$ cat src/rtl/core_pkg.sv
// Shared constants for the trap sequencer: CSR addresses, mstatus bit
// positions and the sequencer FSM state encoding.
package core_pkg;

  localparam logic [11:0] CSR_MSTATUS = 12'h300;
  localparam logic [11:0] CSR_MTVEC   = 12'h305;
  localparam logic [11:0] CSR_MEPC    = 12'h341;
  localparam logic [11:0] CSR_MCAUSE  = 12'h342;
  localparam logic [11:0] CSR_MTVAL   = 12'h343;

  localparam int unsigned MSTATUS_MIE    = 3;
  localparam int unsigned MSTATUS_MPIE   = 7;
  localparam int unsigned MSTATUS_MPP_LO = 11;
  localparam int unsigned MSTATUS_MPP_HI = 12;

  typedef enum logic [2:0] {
    S_IDLE,
    S_W_EPC,
    S_W_CAUSE,
    S_W_TVAL,
    S_W_STATUS,
    S_REDIRECT,
    S_R_STATUS
  } seq_state_e;

endpackage

$ cat src/rtl/trap_sequencer_if.sv
// Writeback/trap/CSR-port bundle between the core and the trap sequencer.
// master = sequencer side, slave = core side.
interface trap_sequencer_if #(
  parameter int unsigned XLEN = 64
);
  logic            WB_V;
  logic            WB_ST_CSR;
  logic [11:0]     WB_CSR_ADDR;
  logic [XLEN-1:0] WB_CSR_DATA;
  logic [XLEN-1:0] WB_PC;
  logic            TRAP_REQ;
  logic [XLEN-1:0] TRAP_CAUSE;
  logic [XLEN-1:0] TRAP_TVAL;
  logic            MRET_REQ;
  logic            PRIVILEGE;
  logic [XLEN-1:0] MTVEC_IN;
  logic [XLEN-1:0] MEPC_IN;
  logic [XLEN-1:0] MSTATUS_IN;
  logic            CSR_WE;
  logic [11:0]     CSR_ADDR;
  logic [XLEN-1:0] CSR_WDATA;
  logic            SEQ_STALL;
  logic            SEQ_FLUSH;
  logic            REDIR_V;
  logic [XLEN-1:0] REDIR_PC;
  logic            PRIV_NEXT;
  logic            SEQ_BUSY;

  modport master (
    input  WB_V, WB_ST_CSR, WB_CSR_ADDR, WB_CSR_DATA, WB_PC,
    input  TRAP_REQ, TRAP_CAUSE, TRAP_TVAL, MRET_REQ, PRIVILEGE,
    input  MTVEC_IN, MEPC_IN, MSTATUS_IN,
    output CSR_WE, CSR_ADDR, CSR_WDATA, SEQ_STALL, SEQ_FLUSH,
    output REDIR_V, REDIR_PC, PRIV_NEXT, SEQ_BUSY
  );

  modport slave (
    output WB_V, WB_ST_CSR, WB_CSR_ADDR, WB_CSR_DATA, WB_PC,
    output TRAP_REQ, TRAP_CAUSE, TRAP_TVAL, MRET_REQ, PRIVILEGE,
    output MTVEC_IN, MEPC_IN, MSTATUS_IN,
    input  CSR_WE, CSR_ADDR, CSR_WDATA, SEQ_STALL, SEQ_FLUSH,
    input  REDIR_V, REDIR_PC, PRIV_NEXT, SEQ_BUSY
  );

endinterface

$ cat src/rtl/trap_sequencer_target_gen.sv
// Redirect target for trap entry (mtvec base, optionally vectored) or MRET (mepc).
// Vectored interrupt dispatch is enabled by defining TRAP_VECTORED_EN.
module trap_target_gen #(
  parameter int unsigned XLEN        = 64,
  parameter int unsigned MTVEC_ALIGN = 2
) (
  input  logic [XLEN-1:0] mtvec,
  input  logic [XLEN-1:0] mepc,
  input  logic [XLEN-1:0] cause,
  input  logic            is_mret,
  output logic [XLEN-1:0] target
);

  logic [XLEN-1:0] base;
  logic [XLEN-1:0] trap_pc;
  logic            unused_inputs;

  assign base = {mtvec[XLEN-1:MTVEC_ALIGN], {MTVEC_ALIGN{1'b0}}};

`ifdef TRAP_VECTORED_EN
  logic            vectored;
  logic [XLEN-1:0] offset;

  assign vectored = (mtvec[1:0] == 2'b01) && cause[XLEN-1];
  assign offset   = {{(XLEN-8){1'b0}}, cause[5:0], 2'b00};
  assign trap_pc  = vectored ? base + offset : base;
`else
  assign trap_pc  = base;
`endif

  assign unused_inputs = ^{cause, mtvec[MTVEC_ALIGN-1:0]};
  assign target        = is_mret ? mepc : trap_pc;

endmodule

$ cat src/rtl/trap_sequencer.sv
// Trap entry / MRET sequencer sharing the single CSR write port with writeback.
// Optional vectored dispatch: define TRAP_VECTORED_EN.
module trap_sequencer
  import core_pkg::*;
#(
  parameter int unsigned XLEN        = 64,
  parameter int unsigned MTVEC_ALIGN = 2
) (
  input  logic             CLK,
  input  logic             RESET,
  trap_sequencer_if.master bus
);

  seq_state_e      state_q, state_d;
  logic [XLEN-1:0] pc_q, cause_q, tval_q, mstatus_q, mtvec_q, mepc_q;
  logic            mret_q, priv_q, accept;
  logic [XLEN-1:0] status_trap, status_mret, target;
  logic            csr_we, stall, flush, redir_v;
  logic [11:0]     csr_addr;
  logic [XLEN-1:0] csr_wdata;
  logic            unused_pc_bits;

  trap_target_gen #(
    .XLEN        (XLEN),
    .MTVEC_ALIGN (MTVEC_ALIGN)
  ) u_target (
    .mtvec   (mtvec_q),
    .mepc    (mepc_q),
    .cause   (cause_q),
    .is_mret (mret_q),
    .target  (target)
  );

  always_ff @(posedge CLK) begin
    if (RESET) begin
      state_q   <= S_IDLE;
      pc_q      <= '0;
      cause_q   <= '0;
      tval_q    <= '0;
      mstatus_q <= '0;
      mtvec_q   <= '0;
      mepc_q    <= '0;
      mret_q    <= 1'b0;
      priv_q    <= 1'b1;
    end else begin
      state_q <= state_d;
      if (accept) begin
        pc_q      <= bus.WB_PC;
        cause_q   <= bus.TRAP_CAUSE;
        tval_q    <= bus.TRAP_TVAL;
        mstatus_q <= bus.MSTATUS_IN;
        mtvec_q   <= bus.MTVEC_IN;
        mepc_q    <= bus.MEPC_IN;
        mret_q    <= ~bus.TRAP_REQ;
      end
      if (state_q == S_R_STATUS)
        priv_q <= |mstatus_q[MSTATUS_MPP_HI:MSTATUS_MPP_LO];
      else if (state_q == S_REDIRECT && !mret_q)
        priv_q <= 1'b1;
    end
  end

  always_comb begin
    status_trap = mstatus_q;
    status_trap[MSTATUS_MPIE] = mstatus_q[MSTATUS_MIE];
    status_trap[MSTATUS_MIE]  = 1'b0;
    status_trap[MSTATUS_MPP_HI:MSTATUS_MPP_LO] = bus.PRIVILEGE ? 2'b11 : 2'b00;
    status_mret = mstatus_q;
    status_mret[MSTATUS_MIE]  = mstatus_q[MSTATUS_MPIE];
    status_mret[MSTATUS_MPIE] = 1'b1;
    status_mret[MSTATUS_MPP_HI:MSTATUS_MPP_LO] = 2'b00;
  end

  always_comb begin
    state_d   = state_q;
    accept    = 1'b0;
    csr_we    = 1'b0;
    csr_addr  = '0;
    csr_wdata = '0;
    stall     = 1'b0;
    flush     = 1'b0;
    redir_v   = 1'b0;
    case (state_q)
      S_IDLE: begin
        csr_we    = bus.WB_V & bus.WB_ST_CSR;
        csr_addr  = bus.WB_CSR_ADDR;
        csr_wdata = bus.WB_CSR_DATA;
        // The instruction that raised the trap (or the MRET) must not commit its CSR write.
        if (bus.TRAP_REQ || bus.MRET_REQ) begin
          accept  = 1'b1;
          csr_we  = 1'b0;
          stall   = 1'b1;
          flush   = 1'b1;
          state_d = bus.TRAP_REQ ? S_W_EPC : S_R_STATUS;
        end
      end
      S_W_EPC: begin
        csr_we    = 1'b1;
        csr_addr  = CSR_MEPC;
        csr_wdata = {pc_q[XLEN-1:2], 2'b00};
        stall     = 1'b1;
        state_d   = S_W_CAUSE;
      end
      S_W_CAUSE: begin
        csr_we    = 1'b1;
        csr_addr  = CSR_MCAUSE;
        csr_wdata = cause_q;
        stall     = 1'b1;
        state_d   = S_W_TVAL;
      end
      S_W_TVAL: begin
        csr_we    = 1'b1;
        csr_addr  = CSR_MTVAL;
        csr_wdata = tval_q;
        stall     = 1'b1;
        state_d   = S_W_STATUS;
      end
      S_W_STATUS: begin
        csr_we    = 1'b1;
        csr_addr  = CSR_MSTATUS;
        csr_wdata = status_trap;
        stall     = 1'b1;
        state_d   = S_REDIRECT;
      end
      S_R_STATUS: begin
        csr_we    = 1'b1;
        csr_addr  = CSR_MSTATUS;
        csr_wdata = status_mret;
        stall     = 1'b1;
        state_d   = S_REDIRECT;
      end
      S_REDIRECT: begin
        stall   = 1'b1;
        redir_v = 1'b1;
        state_d = S_IDLE;
      end
      default: state_d = S_IDLE;
    endcase
  end

  assign unused_pc_bits = ^pc_q[1:0];

  assign bus.CSR_WE    = csr_we;
  assign bus.CSR_ADDR  = csr_addr;
  assign bus.CSR_WDATA = csr_wdata;
  assign bus.SEQ_STALL = stall;
  assign bus.SEQ_FLUSH = flush;
  assign bus.REDIR_V   = redir_v;
  assign bus.REDIR_PC  = redir_v ? target : '0;
  assign bus.PRIV_NEXT = priv_q;
  assign bus.SEQ_BUSY  = (state_q != S_IDLE);

endmodule

$ cat src/flat_wrapper.sv
// flat-port wrapper written by rule: the top's interface ports become plain ports
module trap_sequencer_flat import core_pkg::*;
#(
  parameter int unsigned XLEN        = 64,
  parameter int unsigned MTVEC_ALIGN = 2
)
  (CLK, RESET, bus_WB_V, bus_WB_ST_CSR, bus_WB_CSR_ADDR, bus_WB_CSR_DATA, bus_WB_PC, bus_TRAP_REQ, bus_TRAP_CAUSE, bus_TRAP_TVAL, bus_MRET_REQ, bus_PRIVILEGE, bus_MTVEC_IN, bus_MEPC_IN, bus_MSTATUS_IN, bus_CSR_WE, bus_CSR_ADDR, bus_CSR_WDATA, bus_SEQ_STALL, bus_SEQ_FLUSH, bus_REDIR_V, bus_REDIR_PC, bus_PRIV_NEXT, bus_SEQ_BUSY);
  trap_sequencer_if #(.XLEN(XLEN)) bus_i ();
  input  logic CLK;
  input  logic RESET;
  input wire logic [$bits(bus_i.WB_V)-1:0] bus_WB_V;
  input wire logic [$bits(bus_i.WB_ST_CSR)-1:0] bus_WB_ST_CSR;
  input wire logic [$bits(bus_i.WB_CSR_ADDR)-1:0] bus_WB_CSR_ADDR;
  input wire logic [$bits(bus_i.WB_CSR_DATA)-1:0] bus_WB_CSR_DATA;
  input wire logic [$bits(bus_i.WB_PC)-1:0] bus_WB_PC;
  input wire logic [$bits(bus_i.TRAP_REQ)-1:0] bus_TRAP_REQ;
  input wire logic [$bits(bus_i.TRAP_CAUSE)-1:0] bus_TRAP_CAUSE;
  input wire logic [$bits(bus_i.TRAP_TVAL)-1:0] bus_TRAP_TVAL;
  input wire logic [$bits(bus_i.MRET_REQ)-1:0] bus_MRET_REQ;
  input wire logic [$bits(bus_i.PRIVILEGE)-1:0] bus_PRIVILEGE;
  input wire logic [$bits(bus_i.MTVEC_IN)-1:0] bus_MTVEC_IN;
  input wire logic [$bits(bus_i.MEPC_IN)-1:0] bus_MEPC_IN;
  input wire logic [$bits(bus_i.MSTATUS_IN)-1:0] bus_MSTATUS_IN;
  output wire logic [$bits(bus_i.CSR_WE)-1:0] bus_CSR_WE;
  output wire logic [$bits(bus_i.CSR_ADDR)-1:0] bus_CSR_ADDR;
  output wire logic [$bits(bus_i.CSR_WDATA)-1:0] bus_CSR_WDATA;
  output wire logic [$bits(bus_i.SEQ_STALL)-1:0] bus_SEQ_STALL;
  output wire logic [$bits(bus_i.SEQ_FLUSH)-1:0] bus_SEQ_FLUSH;
  output wire logic [$bits(bus_i.REDIR_V)-1:0] bus_REDIR_V;
  output wire logic [$bits(bus_i.REDIR_PC)-1:0] bus_REDIR_PC;
  output wire logic [$bits(bus_i.PRIV_NEXT)-1:0] bus_PRIV_NEXT;
  output wire logic [$bits(bus_i.SEQ_BUSY)-1:0] bus_SEQ_BUSY;
  assign bus_i.WB_V = bus_WB_V;
  assign bus_i.WB_ST_CSR = bus_WB_ST_CSR;
  assign bus_i.WB_CSR_ADDR = bus_WB_CSR_ADDR;
  assign bus_i.WB_CSR_DATA = bus_WB_CSR_DATA;
  assign bus_i.WB_PC = bus_WB_PC;
  assign bus_i.TRAP_REQ = bus_TRAP_REQ;
  assign bus_i.TRAP_CAUSE = bus_TRAP_CAUSE;
  assign bus_i.TRAP_TVAL = bus_TRAP_TVAL;
  assign bus_i.MRET_REQ = bus_MRET_REQ;
  assign bus_i.PRIVILEGE = bus_PRIVILEGE;
  assign bus_i.MTVEC_IN = bus_MTVEC_IN;
  assign bus_i.MEPC_IN = bus_MEPC_IN;
  assign bus_i.MSTATUS_IN = bus_MSTATUS_IN;
  assign bus_CSR_WE = bus_i.CSR_WE;
  assign bus_CSR_ADDR = bus_i.CSR_ADDR;
  assign bus_CSR_WDATA = bus_i.CSR_WDATA;
  assign bus_SEQ_STALL = bus_i.SEQ_STALL;
  assign bus_SEQ_FLUSH = bus_i.SEQ_FLUSH;
  assign bus_REDIR_V = bus_i.REDIR_V;
  assign bus_REDIR_PC = bus_i.REDIR_PC;
  assign bus_PRIV_NEXT = bus_i.PRIV_NEXT;
  assign bus_SEQ_BUSY = bus_i.SEQ_BUSY;
  trap_sequencer #(.XLEN(XLEN), .MTVEC_ALIGN(MTVEC_ALIGN)) u_core (.CLK(CLK), .RESET(RESET), .bus(bus_i));
endmodule
$ cat config.mk
export PLATFORM = sky130hd
export DESIGN_NAME = trap_sequencer_flat
export DESIGN_NICKNAME = d
export VERILOG_FILES = /design/src/rtl/core_pkg.sv /design/src/rtl/trap_sequencer_if.sv /design/src/rtl/trap_sequencer_target_gen.sv /design/src/rtl/trap_sequencer.sv /design/src/flat_wrapper.sv
export SDC_FILE = /design/constraint.sdc
export NUM_CORES = 1
export LEC_CHECK = 0
export ABC_AREA = 1
export BUFFER_PORTS_ARGS = -buffer_cell sky130_fd_sc_hd__buf_2
export CAP_MARGIN = 15
export CORE_AREA = 8 8 234 236
export DETAILED_ROUTE_END_ITERATION = 12
export DIE_AREA = 0 0 242 244
export SETUP_SLACK_MARGIN = 0.5
export SLEW_MARGIN = 30
export SYNTH_ARGS = -nofsm -noshare
export SYNTH_HDL_FRONTEND = slang
export SYNTH_SLANG_ARGS = --single-unit
$ cat constraint.sdc
create_clock -name CLK -period 1.7 [get_ports CLK]
set_input_delay 0.255 -clock CLK [delete_from_list [all_inputs] [get_ports CLK]]
set_output_delay 0.255 -clock CLK [all_outputs]
set_load 0.02 [all_outputs]
Yosys cells after proc, flatten, opt, wreduce, memory -nomap -nowiden:

Cells that the tools add are included.

* flip-flop bits (word level): 389
* input port bits: 467
* word-level logic and storage cells: 44

* equality and inequality tests: 7
* muxes and demuxes: 16
* bitwise gates (word level): 2
* reductions and logical operators: 10

Operators with widths (number)
* 64-bit case mux with 6 select lines: 1
* 64-bit two-way mux: 2
* 12-bit case mux with 5 select lines: 1
* 3-bit case mux with 5 select lines: 1
* 3-bit == test (second input constant): 3
* 3-bit by 2-bit == test with 1-bit output (second input constant): 2
* 1-bit two-way mux: 6
* 3-bit two-way mux: 2
* 6-bit OR reduction: 1
* 5-bit OR reduction: 1
* 1-bit case mux with 2 select lines: 2
* 2-bit OR reduction: 2
* 3-bit by 1-bit == test with 1-bit output (second input constant): 1
* 3-bit logical NOT: 1
* 3-bit nonzero test: 1
* 2-bit two-way mux: 1
* 2-bit by 1-bit != test with 1-bit output (second input constant): 1
* 2-bit nonzero test: 1
* 1-bit AND: 1
* 1-bit logical AND: 1
* 1-bit logical NOT: 1
* 1-bit logical OR: 1
* 1-bit inverter: 1

Longest topological paths before layout:

Gate-level depths: netlist (run 1).

* word-level depth: 4
* mapped depth: 8
* gate-level depth less buffers: 7

Hierarchy:

A second synthesis (run 1) with hierarchy kept.

* cells, all modules: 3501
* area total of the unflattened synthesis: 20071.8 um^2

By module, submodules not included
* trap_sequencer: instances 1, cells an instance 3297, area each 19234.7 um^2
* trap_target_gen: instances 1, cells an instance 204, area each 837.1 um^2

Least setup slack after synthesis (run 1):

No wires, ideal clock.

* path kind: reg-to-output
* start: reg u_core.state_q[2]
* end: out bus_REDIR_PC[0]
* arrival: 1.530 ns
* required time: 1.445 ns
* slack: -0.085 ns
* cell stages (with the launch flop): 7
* cell sequence: dfxtp_1 > buf_2 > nand2_1 > nor2_2 > nand2_1 > buf_2 > nor2_1

* word-level cells in the longest chain between the ends: 3

RTL lines
* from (decl): line trap_sequencer.sv:14 `seq_state_e state_q, state_d;`
* from (signal assigned): line trap_sequencer.sv:46 `state_q <= state_d;`
* 3-bit == test: line trap_sequencer.sv:83 `case (state_q)`
* 1-bit two-way mux: line trap_sequencer.sv:83
* via bus_REDIR_V: line flat_wrapper.sv:29 `output wire logic [$bits(bus_i.REDIR_V)-1:0] bus_REDIR_V;`
* 64-bit two-way mux: line trap_sequencer.sv:149 `assign bus.REDIR_PC = redir_v ? target : '0;`
* to (decl): line flat_wrapper.sv:30 `output wire logic [$bits(bus_i.REDIR_PC)-1:0] bus_REDIR_PC;`

The timed path passes the listed nets, and every way through them passes these cells.

Worst setup path after layout (run 1):

* start: reg u_core.state_q[0]
* end: out bus_CSR_WDATA[40]

* word-level cells in the longest chain between the ends: 2
* elaborated cells on any way between the ends: 7
* those cells by class: eq/ne: 5; mux: 1; reduce/logical: 1

RTL lines
* 3-bit == test (tied with other cells): line trap_sequencer.sv:83
* 64-bit case mux with 6 select lines (*): line trap_sequencer.sv:83
* to (decl): line flat_wrapper.sv:26 `output wire logic [$bits(bus_i.CSR_WDATA)-1:0] bus_CSR_WDATA;`

Every way passes the cells marked *; elsewhere a longest branch is shown, timed or not.

==> impl_results.md, run 1 <==
- Status: finished, violations left
- Failing checks: setup timing
- CP Class: reg2out
- Final worst slack: -0.635 ns
- Number of vias after detailed routing: 23380
- Max Root-Sink Buffers: 3
- DRT antenna net count: 0
- Drt via density: 4.50
- Fmax: 428 MHz
- RD Place Congestion: 0.875
- Syn Area/Cell: 5.71 sq um
- CP Launch Type: flop
- Final period util: 137%
- Mapped Cells: 3432
- Crit. End Element: primary output
- Worst Skew: 0.0170 ns
- Largest net degree at the start of global routing: 63
- Clock root buffer: clkbuf_16
- Yosys warnings: 0
- Vias in the first global route: 22996
- Fin Hold WS: 0.0446 ns
- Die area: 0.0590 sq mm
- PwrDens: 1850 mW/mm^2
- Initial antenna violation count: 18
- DRC viols: 0
- Final-report hold violation count: 0
- Die extent in x: 242 um
- NetSw: 25.7 mW
- Clk pwr share: 16.7%
- Synth-to-Final Area Change: 60.9%
- H-tree Lvls: 2
- Static Leak: 17.2 nW
- Clock tree from TritonCTS: done
- Clk sinks: 385
- CP arrival: 2.08 ns
- Critical-path cell list: buf_6, nor2_4, buf_12, buf_12, buf_8, nand3_1, nand2_1, nor2_1, buf_4, nand2_2, buf_6
- WL/cell: 16.5 um
- Largest cells by area after synthesis: dfxtp_1 (39%), nand2_1 (21%), nor2_1 (21%)
- Combinational Power Share: 57.7%
- Post-Syn Area: 0.0196 sq mm
- Row count: 83
- RSZ-0062 raised after global routing: true
- Share of power burned in registers: 25.7%
- Gr usage total: 27.5%
- Syn nets: 3899
- Fraction of layout cells with a size suffix above 1: 25.5%
- Slew margin rel.: 76.2%
- Crit-path slowest cell: dfxtp_4
- Io pins: 613
- RR Startpoint: u_core.state_q[0]$_SDFFE_PP0P_
- Post-DP HPWL: 59200 um
- Hold WC Path Type: in2reg
- Fin util: 61.9%
- WP data required: 1.44 ns
- Max FO, Critical Path: 7
- Core ar.: 0.0509 sq mm
- Total CTS buffers: 46
- Global-route wire length before repair: 129000 um
- Detailed Route Iter0 Violations: 1434
- Internal power: 32.5 mW
- I/O Buffers: 608
- Dpl ws: -0.144 ns
- R2R cell count: 10
- Final net count: 4934
- RR Endpoint: u_core.pc_q[50]$_SDFFE_PP0P_
- Flops & latches, synth: 385
- Fillers: 4636
- Crit path to: bus_CSR_WDATA[40]
- Worst-Margin Slew: 0.356 ns
- Drt total wl: 85800 um
- Max Cap Viol: 0
- Post-synth top area share: 39.4%
- Initial core utilization: 38.5%
- Max-slew violation count: 0
- Distinct cells, synth: 18
- Pre-antenna DRT Iters: 6
- Cell taking the most area after synthesis: dfxtp_1
- Switching share of power: 44.2%
- Flop2flop setup slack: -0.24 ns
- Period minus WS final: 2.33 ns
- Chip Height: 244 um
- Grt ovf: 0
- Clk Latency, worst-skew pair: 0.57 ns
- Slowest cell delay on critical path: 0.36 ns
- Final setup viols: 429
- CTS clk-pin slew, worst paths: 0.06 ns
- Crit path from: u_core.state_q[0]$_SDFFE_PP0P_
- Sequential-to-total area share from yosys stat: 39.4%
- Worst vdd ir: 1.28 mV
flip-flops by register name (all words and copies together) (netlist names):
signal and cells:
u_core.mtvec_q 62, u_core.cause_q 64, u_core.pc_q 62, u_core.mstatus_q 64
u_core.state_q 3, u_core.mepc_q 64, u_core.mret_q 1, u_core.bus.PRIV_NEXT 1
u_core.tval_q 64
placed cells by master (no fill, tap or decap), types with 3 or more instances in the layout:
cell and instances:
buf_6 67, nand2_2 108, diode_2 15, nand2_4 10
nor2_1 1038, inv_1 443, clkbuf_4 3, clkinv_2 6
nand4_1 63, clkbuf_8 12, inv_2 75, nand2_1 974
clkbuf_16 49, a21oi_1 5, clkbuf_1 11, nor2_2 47
buf_4 192, nor2_4 10, dlygate4sd3_1 373, buf_8 3
buf_16 8, buf_2 474, buf_12 53, nand3_2 9
dfxtp_4 3, dfxtp_1 382, nand3_1 63
final cells by class:
cell class              count  area, sq um  area share (%)
repair buffers           1178         9790            31.1
inverters                 522         1990            6.32
flip-flops and latches    385         7720            24.5
diodes                     15         37.5           0.119
multi-input cells        2333         9640            30.6
clock inverters            12          109           0.346
well taps                 680          851            2.70
clock buffers              69         1360            4.31
repair inverters            1         3.75          0.0119
what timing repair did:
item | CTS | global route
endpoints found under the setup margin | 531 | 531
pin swaps | 20 | 23
cloned | 10 | 3
gates resized for setup | 266 | 108
hold buffers | 373 | 0
endpoints found under the hold margin | 374 | 0
setup buffers | 22 | 1
worst min path at each step:
stage,from,to,slack [ns],depth (start not counted)
after global placement,bus_MSTATUS_IN[17],u_core.mstatus_q[17]$_SDFFE_PP0P_,0.48,3
after detailed placement,bus_WB_PC[6],u_core.pc_q[6]$_SDFFE_PP0P_,0.48,3
final,bus_WB_PC[12],u_core.pc_q[12]$_SDFFE_PP0P_,0.04,4
after global routing,bus_WB_PC[12],u_core.pc_q[12]$_SDFFE_PP0P_,0.04,4
after floorplan,RESET,u_core.state_q[0]$_SDFFE_PP0P_,0.31,1
after CTS,bus_WB_PC[12],u_core.pc_q[12]$_SDFFE_PP0P_,0.01,4
cells in the mapped netlist:
library cell / count
inv_2: 1
a21oi_1: 6
o21ai_0: 2
buf_1: 7
buf_6: 1
buf_2: 117
nand3_2: 1
inv_1: 520
nand2_1: 1093
clkbuf_1: 67
nand3_1: 72
nand3b_1: 1
nand4_1: 63
nor2_1: 1091
nor2_2: 3
nor2_4: 1
dfxtp_1: 385
clkinv_1: 1
cell families after synthesis:
logic type	count (synthesis)	synth area share [%]
AND/OR/NAND/NOR	2325	46.0
buffers and inverters	714	14.5
flip-flops	385	39.4
AO/OA/AOI/OAI	8	0.204
layer usage:
layer	track usage [%]	wire length, um	vias up
met2	49.1	42000	806
met4	15.0	5170	8
met1	30.3	33200	10325
li1	-	-	11986
met3	5.89	5400	255
met5	0	53	-
per-stage QoR:
step	power [mW]	cell area [sq um]	setup TNS [ns]	cells
after floorplan	32.8	20000	0	3432
after global placement	42.6	24600	-1.68	4690
after detailed placement	42.8	24600	-2.32	4690
after CTS	57.2	31100	-113.02	5176
after global routing	62.8	31500	-153.34	5192
final	58.3	31500	-113.33	5195
power groups by stage:
stage / clock [mW] / combinational [mW] / sequential, mW
2_1_floorplan: 0 / 18.4 / 14.4
3_3_place_gp: 0 / 27.7 / 15.0
3_5_place_dp: 0 / 27.7 / 15.0
4_1_cts: 9.91 / 32.5 / 14.9
5_1_grt: 10.3 / 37.2 / 15.3
6_report: 9.71 / 33.6 / 15.0
critical path: cells and delay by family (launching register included):
family / cells / cell delay (ns)
buffers and inverters: 6 / 0.77
flip-flops: 1 / 0.36
AND/OR/NAND/NOR: 5 / 0.37
(Power assumes the default switching activity.)
==> run 2, diff against run 1 <==
--- a/config.mk
+++ b/config.mk
@@ -8,9 +8,10 @@
 export ABC_AREA = 1
 export BUFFER_PORTS_ARGS = -buffer_cell sky130_fd_sc_hd__buf_2
 export CAP_MARGIN = 15
-export CORE_AREA = 8 8 234 236
+export CORE_AREA = 8 8 233 235
 export DETAILED_ROUTE_END_ITERATION = 12
-export DIE_AREA = 0 0 242 244
+export DIE_AREA = 0 0 241 243
+export PLACE_DENSITY = 0.71
 export SETUP_SLACK_MARGIN = 0.5
 export SLEW_MARGIN = 30
 export SYNTH_ARGS = -nofsm -noshare
==> constraint.sdc (replaced) <==
create_clock -name CLK -period 1.9 [get_ports CLK]
set_input_delay 0.285 -clock CLK [delete_from_list [all_inputs] [get_ports CLK]]
set_output_delay 0.285 -clock CLK [all_outputs]
set_load 0.02 [all_outputs]
==> run 2 against run 1 <==
Net effect:
- the flow still finishes with violations (setup timing)
- non-clock buffer count is 14 higher
- die area is 0.82% lower
- critical path depth is 1 lower
- clock skew is 0.010 ns higher
==> impl_results.md, run 2 (synthesized netlist as in run 1, its figures left out) <==
- Max FO, Critical Path: 7 (unchanged)
- Internal power: 31.2 mW (-4.2%)
- Largest net degree at the start of global routing: 87 (+38%)
- Placed Cells: 4626 (-1.4%)
- Non-filler cells, final: 5222 (+0.52%)
- NetSw: 27.3 mW (+5.9%)
- Commonest non-fill, non-tap cells in the layout: nand2_1 (975), nor2_1 (875), buf_2 (465), inv_1 (438), dfxtp_1 (381)
- CP Class: reg2out
- Clk Latency, worst-skew pair: 0.60 ns (+0.03 ns)
- Initial core utilization: 38.6% (+0.16 points)
- CTS clk-pin slew, worst paths: 0.07 ns (about the same)
- Fmax: 402 MHz
- Critical-path cell list: buf_6, nor2_4, buf_12, buf_12, buf_12, nand3_2, nand2_2, nor2_2, nand2_2, buf_6
- Slew margin rel.: 70.6% (-5.6 points)
- Crit-path slowest cell: dfxtp_4
- Clock tree from TritonCTS: done
- Period minus WS final: 2.49 ns
- Fin util: 67.0% (+5.1 points)
- Combinational Power Share: 61.6% (+3.9 points)
- Sink of the worst hold path: u_core.mtvec_q[63]$_SDFFE_PP0P_
- Power, Total: 58.4 mW (+0.25%)
- Crit path top cell by count: buf_12
- WP data required: 1.62 ns (+0.18 ns)
- Worst vdd ir: 1.20 mV (-6.1%)
- Number of vias after detailed routing: 26698 (+14%)
- Total CTS buffers: 45 (-2.2%)
- Slowest cell delay on critical path: 0.39 ns (+0.03 ns)
- Final period util: 131%
- Switching share of power: 46.7% (+2.5 points)
- Worst-Margin Slew: 0.441 ns (+0.0843 ns)
- PwrDens: 1720 mW/mm^2 (-7.0%)
- Global-route wire length before repair: 133000 um (+2.7%)
- Clock root buffer: clkbuf_16
- Failing checks: setup timing
- Max Cap Viol: 0 (unchanged)
- Drt total wl: 108000 um (+26%)
- Final setup viols: 146 (-66%)
- Final net count: 4949 (+0.30%)
- Grt ovf: 0 (unchanged)
- CP arrival: 2.20 ns (+0.12 ns)
- Pre-antenna DRT Iters: 7 (+1)
- Final worst slack: -0.585 ns (+0.0492 ns)
- Status: finished, violations left
- Io pins: 613 (unchanged)
- Die extent in x: 241 um (-0.41%)
- Hold WC Path Type: in2reg
- Fin Hold WS: 0.0698 ns (+0.0252 ns)
- Vias in the first global route: 24061 (+4.6%)
- RR Endpoint: u_core.cause_q[36]$_SDFFE_PP0P_
- DRT antenna net count: 0 (unchanged)
- Gr usage total: 28.8% (+1.4 points)
- Crit. End Element: primary output
- Final-report hold violation count: 0 (unchanged)
- Hold path depth: 3 (-1)
- Synth-to-Final Area Change: 73.4%
- Clk sinks: 385 (unchanged)
- Static Leak: 17.7 nW (+3.3%)
- Core ar.: 0.0507 sq mm (-0.41%)
- Commonest non-fill, non-tap cell in the layout: nand2_1
- Max-slew violation count: 0 (unchanged)
- Hold_sp: bus_MTVEC_IN[63]
- Fillers: 3600 (-22%)
- Row count: 83 (unchanged)
- Max Root-Sink Buffers: 3 (unchanged)
- RSZ-0062 raised after global routing: true
- Flop2flop setup slack: -0.11 ns (+0.13 ns)
- R2R cell count: 10 (unchanged)
- Worst Skew: 0.0272 ns (+0.0103 ns)
- Die area: 0.0586 sq mm (-0.82%)
- Post-DP HPWL: 55300 um (-6.5%)
- WL/cell: 20.7 um (+25%)
- Setup TNS Final: -60.98 ns (+52.36 ns)
- Drt via density: 5.11 (+14%)
- Share of power burned in registers: 23.3% (-2.4 points)
- Clk pwr share: 15.1% (-1.6 points)
- Fraction of layout cells with a size suffix above 1: 29.8% (+4.3 points)
- RD Place Congestion: 0.897 (+2.5%)
- Chip Height: 243 um (-0.41%)
- Detailed Route Iter0 Violations: 3100 (+120%)
- Initial antenna violation count: 36 (+18)
- I/O Buffers: 608 (unchanged)
- RR Startpoint: u_core.state_q[0]$_SDFFE_PP0P_
- H-tree Lvls: 2 (unchanged)
- DRC viols: 0 (unchanged)
- CP Launch Type: flop
==> run 2: cell types whose count changed in the layout (fill, tap and decap cells not counted), moves of 14 or more <==
cell       previous run  this run
buf_4               192        73
nand3_1              63        44
nor2_1             1038       875
nor2_4               10       104
buf_6                67       161
clkbuf_16            49        83
diode_2              15        29
nor2_2               47       116
==> run 2: stage by stage <==
step                      cell area, sq um  setup slack [ns]
final                                33900            -0.585
after global routing                 33900            -0.611
after CTS                            30700            -0.505
after detailed placement             24000           -0.0276
after global placement               24000          -0.00907
after floorplan                      20000             0.344
==> run 2: per-layer routing <==
metal  share of wire, %  vias to the layer above  track usage (%)
li1                   -                    12040                -
met4                8.7                       22             19.3
met5               0.13                        -                0
met3                 12                      692             7.13
met1                 33                    11989             32.2
met2                 46                     1955             48.1
==> run 2: area by class of cell <==
class / instances / area (sq um) / area share [%]
Antenna cell: 29 / 72.6 / 0.214
Clock buffer: 66 / 1360 / 4.00
Clock inverter: 12 / 101 / 0.299
Inverter: 522 / 2000 / 5.90
Multi-Input combinational cell: 2336 / 10800 / 31.8
Sequential cell: 385 / 7720 / 22.7
Tap cell: 680 / 851 / 2.51
Timing Repair Buffer: 1192 / 11100 / 32.6
==> run 2: worst max-delay path by stage <==
stage,start,to,cells past startpoint
2_1_floorplan,u_core.state_q[1]$_SDFFE_PP0P_,bus_SEQ_STALL,6
3_3_place_gp,u_core.state_q[0]$_SDFFE_PP0P_,bus_CSR_WDATA[4],8
3_5_place_dp,u_core.state_q[0]$_SDFFE_PP0P_,bus_CSR_WDATA[4],8
4_1_cts,u_core.state_q[0]$_SDFFE_PP0P_,bus_CSR_WDATA[4],10
5_1_grt,u_core.state_q[0]$_SDFFE_PP0P_,bus_CSR_WDATA[37],10
6_report,u_core.state_q[0]$_SDFFE_PP0P_,bus_CSR_WDATA[37],10
==> run 2: worst max-delay path: cells and delay by family (launching register included) <==
family | cells | cell delay, ns
flip-flops | 1 | 0.39
AND/OR/NAND/NOR | 5 | 0.53
buffers and inverters | 5 | 0.69
==> run 2: power by group through the flow <==
stage	logic (mW)	registers, mW	clock network [mW]
floorplan	16.4	12.9	0
global placement	23.1	13.3	0
detailed placement	23.3	13.4	0
CTS	27.6	13.2	8.82
global route	38.3	13.8	9.20
finish	36.0	13.6	8.83
==> run 2: timing repair <==
action,CTS,global route
gates resized for setup,301,537
setup endpoints to repair,513,531
pin swaps,39,93
hold buffers,380,0
cloned,9,47
buffers inserted,27,26
hold endpoints to repair,380,0
